### src/rtl/rr_grant_pkg.sv
// Shared state type and default sizing for the round-robin grant scheduler
// and its rotating-priority finder.
package rr_grant_pkg;

  localparam int STATE_W          = 2;
  localparam int DEFAULT_NUM_REQ  = 4;
  localparam int DEFAULT_MAX_HOLD = 16;

  typedef enum logic [STATE_W-1:0] {
    IDLE    = 2'd0,
    GRANT   = 2'd1,
    RELEASE = 2'd2
  } state_t;

endpackage

### src/rtl/rr_grant_pick.sv
// rr_pick: combinational rotating-priority finder; returns the first set request
// after i_last_ptr (wrapping), as both an index and a one-hot vector.
module rr_pick
  import rr_grant_pkg::*;
#(
  parameter  int NUM_REQ = DEFAULT_NUM_REQ,
  localparam int ID_W    = $clog2(NUM_REQ)
) (
  input  logic [NUM_REQ-1:0] i_req,
  input  logic [ID_W-1:0]    i_last_ptr,
  output logic               o_found,
  output logic [ID_W-1:0]    o_idx,
  output logic [NUM_REQ-1:0] o_onehot
);

  logic [ID_W-1:0] w_cand;
  logic            w_hit;

  // Scan last_ptr+1 .. last_ptr+NUM_REQ (mod NUM_REQ); first hit wins.
  always_comb begin
    o_found = 1'b0;
    o_idx   = '0;
    w_cand  = '0;
    w_hit   = 1'b0;
    for (int k = 1; k <= NUM_REQ; k++) begin
      w_cand  = ID_W'((int'(i_last_ptr) + k) % NUM_REQ);
      w_hit   = ~o_found & i_req[w_cand];
      o_idx   = w_hit ? w_cand : o_idx;
      o_found = o_found | w_hit;
    end
    o_onehot = o_found ? ({{(NUM_REQ-1){1'b0}}, 1'b1} << o_idx) : '0;
  end

endmodule

### src/rtl/rr_grant_scheduler.sv
// rr_grant_scheduler: round-robin owner of one shared resource with req/done handshake.
// Define RR_GRANT_TIMEOUT_EN to revoke any grant held for MAX_HOLD cycles.
module rr_grant_scheduler
  import rr_grant_pkg::*;
#(
  parameter  int NUM_REQ  = DEFAULT_NUM_REQ,
  parameter  int MAX_HOLD = DEFAULT_MAX_HOLD,
  localparam int ID_W     = $clog2(NUM_REQ)
) (
  input  logic               clock,
  input  logic               reset,
  input  logic [NUM_REQ-1:0] i_req,
  input  logic [NUM_REQ-1:0] i_done,
  output logic [NUM_REQ-1:0] o_gnt,
  output logic               o_gnt_valid,
  output logic [ID_W-1:0]    o_gnt_id,
  output logic               o_timeout
);

  state_t             r_state, w_state_nxt;
  logic [NUM_REQ-1:0] r_gnt, w_gnt_nxt;
  logic               r_gnt_valid, w_gnt_valid_nxt;
  logic [ID_W-1:0]    r_gnt_id, w_gnt_id_nxt;
  logic [ID_W-1:0]    r_last_ptr, w_last_ptr_nxt;
  logic               r_timeout, w_timeout_nxt;
  logic               w_found;
  logic [ID_W-1:0]    w_pick_idx;
  logic [NUM_REQ-1:0] w_pick_onehot;
  logic               w_release;
  logic               w_expire;

  if (NUM_REQ < 2 || NUM_REQ > 16 || MAX_HOLD < 1 || MAX_HOLD > 255) begin : g_bad_params
    $error("rr_grant_scheduler: NUM_REQ or MAX_HOLD out of range");
  end

  rr_pick #(.NUM_REQ(NUM_REQ)) u_pick (
    .i_req      (i_req),
    .i_last_ptr (r_last_ptr),
    .o_found    (w_found),
    .o_idx      (w_pick_idx),
    .o_onehot   (w_pick_onehot)
  );

  // A done strobe and a dropped request in the same cycle are one release.
  assign w_release = i_done[r_gnt_id] | ~i_req[r_gnt_id];

`ifdef RR_GRANT_TIMEOUT_EN
  logic [7:0] r_hold_cnt;

  // Grant-length counter: zero outside GRANT, counts each GRANT cycle.
  always_ff @(posedge clock or posedge reset) begin
    if (reset) begin
      r_hold_cnt <= 8'd0;
    end else if (r_state != GRANT) begin
      r_hold_cnt <= 8'd0;
    end else begin
      r_hold_cnt <= r_hold_cnt + 8'd1;
    end
  end

  assign w_expire = (r_hold_cnt == 8'(MAX_HOLD - 1)) & ~w_release;
`else
  assign w_expire = 1'b0;
`endif

  // Next-state and next-output logic.
  always_comb begin
    w_state_nxt     = r_state;
    w_gnt_nxt       = r_gnt;
    w_gnt_valid_nxt = r_gnt_valid;
    w_gnt_id_nxt    = r_gnt_id;
    w_last_ptr_nxt  = r_last_ptr;
    w_timeout_nxt   = 1'b0;
    case (r_state)
      IDLE: begin
        if (w_found) begin
          w_state_nxt     = GRANT;
          w_gnt_nxt       = w_pick_onehot;
          w_gnt_valid_nxt = 1'b1;
          w_gnt_id_nxt    = w_pick_idx;
        end else begin
          w_gnt_nxt       = '0;
          w_gnt_valid_nxt = 1'b0;
          w_gnt_id_nxt    = '0;
        end
      end
      GRANT: begin
        if (w_release | w_expire) begin
          w_state_nxt     = RELEASE;
          w_gnt_nxt       = '0;
          w_gnt_valid_nxt = 1'b0;
          w_gnt_id_nxt    = '0;
          w_last_ptr_nxt  = r_gnt_id;
          w_timeout_nxt   = w_expire;
        end else begin
          w_state_nxt     = GRANT;
        end
      end
      RELEASE: begin
        w_state_nxt = IDLE;
      end
      default: begin
        w_state_nxt     = IDLE;
        w_gnt_nxt       = '0;
        w_gnt_valid_nxt = 1'b0;
        w_gnt_id_nxt    = '0;
      end
    endcase
  end

  // State and output registers; reset clears the grant without waiting for a clock.
  always_ff @(posedge clock or posedge reset) begin
    if (reset) begin
      r_state     <= IDLE;
      r_gnt       <= '0;
      r_gnt_valid <= 1'b0;
      r_gnt_id    <= '0;
      r_last_ptr  <= ID_W'(NUM_REQ - 1);
      r_timeout   <= 1'b0;
    end else begin
      r_state     <= w_state_nxt;
      r_gnt       <= w_gnt_nxt;
      r_gnt_valid <= w_gnt_valid_nxt;
      r_gnt_id    <= w_gnt_id_nxt;
      r_last_ptr  <= w_last_ptr_nxt;
      r_timeout   <= w_timeout_nxt;
    end
  end

  assign o_gnt       = r_gnt;
  assign o_gnt_valid = r_gnt_valid;
  assign o_gnt_id    = r_gnt_id;
  assign o_timeout   = r_timeout;

endmodule

### config.mk
export PLATFORM = sky130hd
export DESIGN_NAME = rr_grant_scheduler
export DESIGN_NICKNAME = d
export VERILOG_FILES = /design/src/rtl/rr_grant_pkg.sv /design/src/rtl/rr_grant_pick.sv /design/src/rtl/rr_grant_scheduler.sv
export SDC_FILE = /design/constraint.sdc
export NUM_CORES = 1
export LEC_CHECK = 0
export ABC_AREA = 1
export CAP_MARGIN = 20
export CORE_ASPECT_RATIO = 0.8
export CORE_MARGIN = 5
export CORE_UTILIZATION = 43
export DETAILED_ROUTE_END_ITERATION = 10
export PLACE_DENSITY = 0.71
export SLEW_MARGIN = 20
export SYNTH_ARGS = -nofsm -noshare
export SYNTH_HDL_FRONTEND = slang
export SYNTH_SLANG_ARGS = --single-unit
### constraint.sdc
create_clock -name clock -period 1.4 [get_ports clock]
set_input_delay 0.14 -clock clock [delete_from_list [all_inputs] [get_ports clock]]
set_output_delay 0.14 -clock clock [all_outputs]
set_load 0.05 [all_outputs]
==> flow_metrics.py <==
metrics = {
    "finish": {
        "layout.nets": 162,
        "fin_area_sq_mm": 0.00124,
        "final_cells": 173,
        "post-route-util": 0.740,
        "area_growth_pct": 58.6,
        "seq_area_sq_um": 280,
        "drive_above_1_share": 0.430,
        "multiInputGateArea_sq_um": 542,
        "antennaDiodeCount": 0,
        "nFillCells": 135,
    },
    "sta": {
        "hold_violations": 0,
        "worst_slack_ns": -0.196,
        "fin_setup_tns_ns": -1.28,
        "setup_violations": 8,
        "rsz0062_at_grt": "yes",
        "fin_skew_ns": 0.00866,
        "hold_ws_ns": 0.152,
        "finalMaxSlewViolations": 0,
        "final.min_clock_period_ns": 1.60,
        "clock.fmax_mhz": 627,
        "finalCritPeriodShare": 1.14,
    },
    "floorplan": {
        "die_area_sq_mm": 0.00278,
        "fp.dieW_um": 57.7,
        "die_h_um": 48.1,
        "core_sq_mm": 0.00168,
        "rows": 13,
        "start_util": 0.467,
        "ios": 18,
    },
    "grt": {
        "grt_pass1_vias": 731,
        "grt_usage": 0.152,
        "overflow": 0,
        "grt_antenna_before_repair": 0,
        "grt_pass1_wl_um": 3170,
        "grt_max_degree": 12,
    },
    "critical_path": {
        "critPathKind": "reg -> reg",
        "cpPeakStageDelay_ns": 0.60,
        "critPathTopFamily": "simple AND/OR/NAND/NOR gates",
        "crit_chain": "buf_6 -> nand2_2 -> nand2_2 -> nand2_1 -> nand2_2 -> nand2_4 -> nand2_4 -> nand2_4 -> nand2_4 -> nor2_4 -> nand2_1 -> nand2_1",
        "critical_path_buf_inv_count": 1,
        "crit_start": "r_last_ptr[0]$_DFFE_PP1P_",
        "critPathRequiredTime_ns": 1.55,
        "worstReg2RegStart": "r_last_ptr[0]$_DFFE_PP1P_",
        "worst_setup_path_end_kind": "flop",
        "crit_path_frequent_cell": "nand2_4",
        "slowest_stage": "dfstp_2",
        "cp-start-kind": "flop",
        "path_max_fanout": 5,
        "crit_arrival_ns": 1.75,
    },
    "synth": {
        "netlist_instances": 122,
        "synth_area_sq_um": 782,
        "yosys_warnings": 0,
        "yosysUniqueCellTypes": 19,
        "syn-mean-instance-area_sq_um": 6.41,
        "synth-seq-area-share": 0.355,
        "synth_seq_cells": 11,
        "syn_nets": 132,
    },
    "clock_tree": {
        "insertion_delay_ns": 0.27,
        "htree_levels": 1,
        "cts-root-buf": "clkbuf_4",
        "clock-sinks": 11,
        "path_clk_slew_ns": 0.07,
        "clockBufferDepth": 2,
        "cts_tree": "done",
        "hold_buffers": 0,
        "cts_buffers": 3,
    },
    "drt": {
        "routed_wl_um": 2080,
        "dr.pass1.iters": 4,
        "ant_nets": 0,
        "drtIter0Drc": 24,
        "wire_per_inst_um": 12.0,
        "drc": 0,
        "vias": 833,
        "routed_via_density": 4.82,
    },
    "worst_hold_path": {
        "hp-class": "in -> async",
    },
    "placed_design": {
        "post-dp-hpwl_um": 1530,
        "portBuffers": 16,
        "gp_congestion": 0.785,
        "preCtsSetupSlack_ns": -0.155,
        "placed_cells": 166,
        "placed_area_sq_mm": 0.00107,
    },
    "status": {
        "violations": "setup timing",
        "status": "finished with violations",
    },
    "power": {
        "vdd_drop_max_uv": 1540,
        "finalPower_mw": 3.08,
        "p_leak_nw": 0.655,
        "powerDensity_mw_per_mm2": 2490,
    },
    "run": {
        "drv_cap": 0,
    },
}
## worst reg2reg max path, cell delays in order, from the launching register on
cell and delay, ns:
dfstp_2 0.60, buf_6 0.16, nand2_2 0.07, nand2_2 0.06
nand2_1 0.06, nand2_2 0.09, nand2_4 0.07, nand2_4 0.08
nand2_4 0.05, nand2_4 0.07, nor2_4 0.04, nand2_1 0.07
nand2_1 0.06
## metal layers
| metal | GRT usage | routed length [um] |
|---|---|---|
| met5 | 0 | 0 |
| met4 | 0.0417 | 13 |
| met1 | 0.197 | 912 |
| met3 | 0.0344 | 122 |
| met2 | 0.261 | 1030 |
## layout by cell type, fill, tap and decap left out, drive strengths merged
master          n
nand2          65
buf            18
inv            17
nor2           10
clkdlybuf4s50   9
dfrtp           9
nand3           7
o21ai           5
clkbuf          4
dfstp           2
a21oi           1
o211ai          1
a31oi           1
nand4           1
conb            1
## report_power, final
group | switching (mW) | internal [mW]
clock network | 0.101 | 0.110
registers | 0.124 | 0.467
logic | 1.38 | 0.902
## worst paths after layout
check | slack, ns | endpoint | cells past startpoint
worst max-delay path | -0.20 | o_gnt[3]$_DFFE_PP0P_ | 12
worst min-delay path | 0.15 | o_gnt[1]$_DFFE_PP0P_ | 2
worst max register to register | -0.20 | o_gnt[3]$_DFFE_PP0P_ | 12
worst min register to register | 0.48 | o_gnt[3]$_DFFE_PP0P_ | 2
max in group asynchronous | 0.92 | r_last_ptr[0]$_DFFE_PP1P_ | 2
min in group clock | 0.48 | o_gnt[3]$_DFFE_PP0P_ | 2
## cell families after synthesis
kind of cell | synth area share
compound gates | 0.0560
buf+inv | 0.101
flops | 0.355
other cells | 0.00480
simple gates | 0.483
## state kept, by name, indices dropped and copies added (netlist names)
name and cells:
o_gnt 4, o_gnt_id 2, r_last_ptr 2, r_state 2
o_gnt_valid 1
## cells in the mapped netlist
master    instances  area [sq um]
a21oi_1           1          5.00
a31oi_1           1          6.26
buf_4             2          15.0
conb_1            1          3.75
dfrtp_1           9           225
dfstp_2           2          52.6
inv_1            13          48.8
inv_2             4          15.0
nand2_1          52           195
nand2_2          12          75.1
nand2_4           1          11.3
nand3_1           5          25.0
nand3_2           2          20.0
nand4_1           1          6.26
nor2_1            7          26.3
nor2_2            3          18.8
o211ai_1          1          7.51
o21ai_0           4          20.0
o21ai_1           1          5.00
## area by class of cell
class | count | share of cell area
sequential | 11 | 0.226
tap | 22 | 0.0222
clock buffer | 4 | 0.0212
multi-input combinational | 92 | 0.437
timing repair buffer | 27 | 0.238
inverter | 17 | 0.0555
## timing repair
action	CTS	global route
resized for setup	5	30
buffers inserted	0	3
pin swaps	0	20
cloned	0	0
setup endpoints to repair	8	9
No activity file was read; power rests on OpenSTA's default activity.
